==> src/rtl/branch_pc_unit.sv <==
// branch_pc_unit: PC register, branch resolution, target LUT, start/done FSM and run-cycle counter (option: BRANCH_PC_RELATIVE_EN)
module branch_pc_unit #(
  parameter int PC_W   = 10,
  parameter int LUT_AW = 4,
  parameter int CNT_W  = 16
) (
  input  logic              clk,
  input  logic              reset,
  input  logic              start,
  input  logic              halt,
  input  logic              stall,
  input  logic              branch_en,
  input  logic              branch_on_zero,
  input  logic              alu_zero,
  input  logic [LUT_AW-1:0] lut_idx,
  input  logic              lut_we,
  input  logic [LUT_AW-1:0] lut_waddr,
  input  logic [PC_W-1:0]   lut_wdata,
  output logic [PC_W-1:0]   pc,
  output logic              running,
  output logic              done,
  output logic              taken,
  output logic [CNT_W-1:0]  cycle_count
);
  localparam int LUT_N = 1 << LUT_AW;
  localparam logic [PC_W-1:0] PC_ONE = 1;
  localparam logic [CNT_W-1:0] CNT_ONE = 1;
  typedef enum logic [1:0] {IDLE, RUN, DONE} state_t;
  state_t           state_q, state_d;
  logic [PC_W-1:0]  pc_q, pc_d;
  logic [CNT_W-1:0] cnt_q, cnt_d;
  logic             taken_q, taken_d;
  logic [PC_W-1:0]  lut_q [LUT_N];
  logic [PC_W-1:0]  target;
  logic [CNT_W-1:0] cnt_inc;
  logic             take;
`ifdef BRANCH_PC_RELATIVE_EN
  assign target = pc_q + lut_q[lut_idx];
`else
  assign target = lut_q[lut_idx];
`endif
  assign take    = branch_en && (alu_zero == branch_on_zero);
  assign cnt_inc = (cnt_q == '1) ? cnt_q : cnt_q + CNT_ONE;
  // next-state: stall beats halt beats taken branch beats sequential fetch
  always_comb begin
    state_d = state_q;
    pc_d    = pc_q;
    cnt_d   = cnt_q;
    taken_d = 1'b0;
    if (state_q == RUN) begin
      if (!stall) begin
        cnt_d = cnt_inc;
        if (halt) state_d = DONE;
        else if (take) begin
          pc_d    = target;
          taken_d = 1'b1;
        end else pc_d = pc_q + PC_ONE;
      end
    end else if (start) begin
      state_d = RUN;
      pc_d    = '0;
      cnt_d   = '0;
    end
  end
  // state, PC, counter and taken pulse registers
  always_ff @(posedge clk) begin
    if (reset) begin
      state_q <= IDLE;
      pc_q    <= '0;
      cnt_q   <= '0;
      taken_q <= 1'b0;
    end else begin
      state_q <= state_d;
      pc_q    <= pc_d;
      cnt_q   <= cnt_d;
      taken_q <= taken_d;
    end
  end
  // target LUT; writes only land outside RUN so a running program sees a stable table
  always_ff @(posedge clk) begin
    if (reset) begin
      for (int i = 0; i < LUT_N; i++) lut_q[i] <= '0;
    end else if (lut_we && state_q != RUN) begin
      lut_q[lut_waddr] <= lut_wdata;
    end
  end
  assign pc          = pc_q;
  assign running     = state_q == RUN;
  assign done        = state_q == DONE;
  assign taken       = taken_q;
  assign cycle_count = cnt_q;
endmodule

==> config.mk <==
export PLATFORM = sky130hd
export DESIGN_NAME = branch_pc_unit
export DESIGN_NICKNAME = d
export VERILOG_FILES = /design/src/rtl/branch_pc_unit.sv
export SDC_FILE = /design/constraint.sdc
export NUM_CORES = 1
export LEC_CHECK = 0
export CAP_MARGIN = 20
export CORE_MARGIN = 1
export CORE_UTILIZATION = 45
export CTS_CLUSTER_DIAMETER = 50
export DETAILED_ROUTE_END_ITERATION = 8
export DONT_BUFFER_PORTS = 1
export GPL_ROUTABILITY_DRIVEN = 0
export HOLD_SLACK_MARGIN = 0.03
export PLACE_DENSITY = 0.6
export REMOVE_ABC_BUFFERS = 1
export SLEW_MARGIN = 15
export SYNTH_ARGS = -nofsm -noshare
export SYNTH_HDL_FRONTEND = slang
export SYNTH_SLANG_ARGS = --single-unit
==> constraint.sdc <==
create_clock -name clk -period 2.5 [get_ports clk]
set_input_delay 0.5 -clock clk [delete_from_list [all_inputs] [get_ports clk]]
set_output_delay 0.5 -clock clk [all_outputs]
set_load 0.05 [all_outputs]
==> After elaboration in Yosys (flattened, before gate mapping) <==
Memory sizes are Yosys's and may differ from the RTL's.
Cells that the tools add are included.
{ "totals": {"reg_bits": 29, "ramBits": 160, "in_bits": 27, "word_cells": 47, "n_memories": 1} }
{ "op_classes": {"n_addsub": 2, "n_eq_ne": 9, "muxes": 22, "bitwise_logic": 1, "n_reduce_logical": 8} }
{ "mem_list": {"columns": ["name", "depth", "word_bits", "read_ports", "rd_clocked_by_memory_dff", "write_ports", "line", "rtl"], "rows": [
  ["lut_q", 16, 10, 1, 0, 16, "33", "logic [PC_W-1:0] lut_q [LUT_N];"]
]} }
{ "ops": {"columns": ["cell", "n"], "rows": [
  ["$mux 16", 4],
  ["$mux 10", 6],
  ["$add 16x1->16 const B", 1],
  ["$eq 16x16->1 const B", 1],
  ["$add 10x1->10 const B", 1],
  ["$reduce_or 10->1", 1],
  ["$reduce_and 3->1", 3],
  ["$mux 2", 4],
  ["$ne 2x2->1 const B", 4],
  ["$mux 1", 7],
  ["$mux 4", 1],
  ["$reduce_or 4->1", 1],
  ["$eq 2x1->1 const B", 1],
  ["$eq 2x2->1 const B", 1],
  ["$logic_and 1x1->1", 2],
  ["$ne 2x1->1 const B", 1],
  ["$reduce_bool 2->1", 1],
  ["$eq 1x1->1", 1],
  ["$not 1->1", 1]
]} }

==> Logic depth before layout (Yosys ltp) <==
{ "depth": {"ltp_word": 7, "ltp_mapped": 8, "depth_no_buf": 6} }

==> Worst setup path after synthesis <==
No wires, ideal clock.
{ "synth_path": {"kind": "reg-to-reg", "start": "register cnt_q[0] (netlist: cycle_count[0])", "end": "register cnt_q[7] (netlist: cycle_count[7])", "setup_ps": 71, "t_arrival_ps": 2087, "required_time_ps": 2429, "slack_ps": 342, "stages_incl_launch_ff": 8, "cell_sequence": "dfxtp_1 ha_1 nand4_1 nor3_1 a21o_1 buf_2 o21ai_0 a21oi_1"} }
{ "synth_via": {"elab_chain_cells": 4} }
{ "synth_lines": {"columns": ["element", "line", "rtl"], "rows": [
  ["start: declaration", "31", "logic [CNT_W-1:0] cnt_q, cnt_d;"],
  ["start signal: assignment", "75", "cnt_q <= cnt_d;"],
  ["$add 16x1->16", "43", "assign cnt_inc = (cnt_q == '1) ? cnt_q : cnt_q + CNT_ONE;"],
  ["$mux 16", "43", null],
  ["$mux 16", "51", "if (!stall) begin"],
  ["$mux 16", "50", "if (state_q == RUN) begin"]
]} }
Parallel ways exist; a longest one is shown, timed or not. The select of a mux whose other input is x is not followed.
A chain may end at the register's enable or synchronous reset.

==> Worst setup path in the final report <==
{ "layout_path": {"start": "register state_q[1]", "end": "register cnt_q[9] (netlist: cycle_count[9])"} }
{ "layout_via": {"elab_chain_cells": 3} }
{ "layout_lines": {"columns": ["element", "line", "rtl"], "rows": [
  ["start: declaration", "29", "state_t state_q, state_d;"],
  ["start signal: assignment", "73", "state_q <= state_d;"],
  ["$eq 2x1->1 (*)", "50", null],
  ["$ne 2x2->1 (no source line) or $reduce_bool 2->1 (tied branches)", null, null],
  ["$reduce_and 3->1 (no source line)", null, null]
]} }
Mark *: on every way between the ends. The rest lies on a longest branch, timed or not.

==> reports/results.tsv <==
metric	value	unit
Final Hold Vio Count	0	
final worst slack	0.395	ns
Post-Syn Area	0.00896	sq mm
share of cells above drive strength 1	0.197	
clock root buffer	clkbuf_16	
gr ovfl total	0	
Setup Skew	0.0138	ns
worst-path fanout max	13	
antenna-violating nets left	0	
Area Overhead vs Synth	11.6	%
initial drt markers	436	
synth top area cells	edfxtp_1 (54%), and2_1 (11%), mux4_2 (9.8%)	
post-DP HPWL	15000	microns
crit-path max cell delay	0.53	ns
# fillers	1694	
placed insts	934	
CTS tree	built	
Seq/Total Area, Yosys	0.601	
Clock Tree Buf Depth	2	
max frequency	475	MHz
Slew @ Worst Pin	0.643	ns
cts bufs inserted	17	
Die Ht	143	microns
initial antenna violation count	1	
synth unique cells	53	
Total Neg Setup Slack	0	ns
# Post-CTS Setup Buffers	0	
pre-CTS setup slack	0.382	ns
Initial Util	0.459	
NumNets Final	717	
Slew Viols, Final	0	
synth warn	0	
largest net degree at the start of global routing	40	
RSZ-0062 raised after global routing	no	
max-cap violations	0	
DR WL/cell	22.4	microns
clk sinks	189	
peak supply drop	0.485	mV
drc violations	0	
top_reg_cell synth	edfxtp_1	
arrival time of the worst setup path	2.46	ns
post-synth top area cell	edfxtp_1	
Crit. End Element	register	
CP Cell Sequence	nand2b_4 -> mux2_4 -> a21o_1 -> or4_1 -> a21oi_1	
final wirelength	21700	microns
core area	0.0195	sq mm
Startpoint Class	register	
Clk Latency, worst-skew pair	0.44	ns
final core occ	0.512	
final setup fails	0	
Rel. slew slack	0.560	
post-cts resize count	0	
Rows	51	
syn_area_per_cell	13.3	sq um
path type of the worst min-delay path	input pin to register	
DRT Pass-1 Iters	5	
data required time of the worst path	2.86	ns
Ports	56	
H-tree depth	4	
Slowest-stage cell, CP	or4_1	
Die Wd	143	microns
Cells after Synth	674	
Vias	5457	
die area	0.0205	sq mm
status	complete, no violations	
Synth top area share	0.536	
ys async rst share	0	
total power	6.75	mW
fin cells	967	
vias in the first global route	5464	
first-pass GRT wire length	33200	microns
I/O Buffers	0	
DR vias/cell	5.64	
Post-synth EDFFs	160	
gr usage total	0.229	
WS Path Type	register to register	
Worst-path clk slew	0.07	ns
leakage power	3.58	nW
register bit total from synthesis	189	
pwr dens	675	mW/mm^2
Post-CTS Hold Buffers	0	
fin crit share	0.842	
Tmin final	2.10	ns
[critical path: cells and delay by family (launching register included)]
family / cells / cell delay, ns
AO/OA/AOI/OAI: 2 / 0.45
multiplexers: 1 / 0.38
flip-flops: 1 / 0.40
AND/OR/NAND/NOR: 2 / 0.80
[power by group]
| part | internal (mW) | switching (mW) |
|---|---|---|
| clock | 1.51 | 1.28 |
| sequential | 3.53 | 0.0456 |
| combinational | 0.169 | 0.218 |
[kinds of logic after synthesis]
| kind of cell | synth area share |
|---|---|
| AOI/OAI and AO/OA | 0.0462 |
| xor gates and xnor gates | 0.0137 |
| adders and majority gates | 0.00279 |
| buffers and inverters | 0.0276 |
| DFF | 0.601 |
| muxes | 0.107 |
| and+or+nand+nor | 0.202 |
[per-layer routing]
layer  vias up  share of wire  GRT usage
li1       2505              -          -
met1      2733           0.44      0.316
met2       195           0.47      0.351
met3        24          0.071     0.0573
met4         0          0.020     0.0787
met5         -              0          0
[registers in the layout (all words and copies together), names as in the netlist]
signal / cells
pc: 10
state_q: 2
taken: 1
cycle_count: 16
lut_q: 160
[layout make-up]
cell class                 instances  area [sq um]  area share
clock inverter                    15           175      0.0175
clock buffer                      17           425      0.0425
multi-input combinational        431          3330       0.333
antenna                            1          2.50    0.000250
tap                              265           332      0.0331
sequential                       189          5390       0.538
timing repair buffer              45           338      0.0338
inverter                           4          15.0     0.00150
[stage by stage]
stage | hold slack [ns] | cell area (sq um)
after detailed placement | 0.521 | 9400
after global routing | 0.111 | 10000
after global placement | 0.522 | 9400
after CTS | 0.118 | 10000
final | 0.130 | 10000
after floorplan | 0.522 | 8730
[Yosys cell counts, types with 6 or more instances]
cell      instances
clkbuf_1         37
edfxtp_1        160
nand4_1           8
mux4_2           39
or2_2            16
nor2_1           31
o21ai_0          12
mux2i_1           7
dfxtp_1          29
xnor2_1          11
nor2b_1           8
nand2_1          19
o31ai_1           6
and2_1          162
nand3_1          10
and3_1            6
a21oi_1          19
nor3_1           12
[path summary, 6_finish.rpt]
path | start | to | slack, ns | depth (start not counted)
setup / recovery | state_q[1]$_SDFFE_PP0P_ | cycle_count[9]$_SDFFE_PP0P_ | 0.40 | 5
hold / removal | reset | cycle_count[1]$_SDFFE_PP0P_ | 0.13 | 1
setup reg to reg | state_q[1]$_SDFFE_PP0P_ | cycle_count[9]$_SDFFE_PP0P_ | 0.40 | 5
hold reg to reg | pc[3]$_SDFFE_PP0P_ | pc[3]$_SDFFE_PP0P_ | 0.53 | 2
[cells in the final DEF (no fill, tap or decap), types with 3 or more instances in the layout]
cell and count:
edfxtp_1 160, or4_1 3, dfxtp_1 29, a22o_1 4, nor2_1 31, xor2_1 3, mux4_2 39, a22oi_1 4
nand2b_1 5, inv_8 3, a2111oi_0 3, inv_6 6, nor4b_1 4, nand2_1 19, o21ai_0 12, or3_1 4
o31ai_1 6, buf_4 45, a221oi_1 3, and2_1 162, a211oi_1 3, nor2b_1 8, clkbuf_16 17, and3_1 6
nand4_1 8, nor3_1 12, xnor2_1 11, mux2i_1 7, nor4_1 5, nand3_1 10, inv_1 4, a21oi_1 19
or2_2 16
No activity file was read; power rests on OpenSTA's default activity.
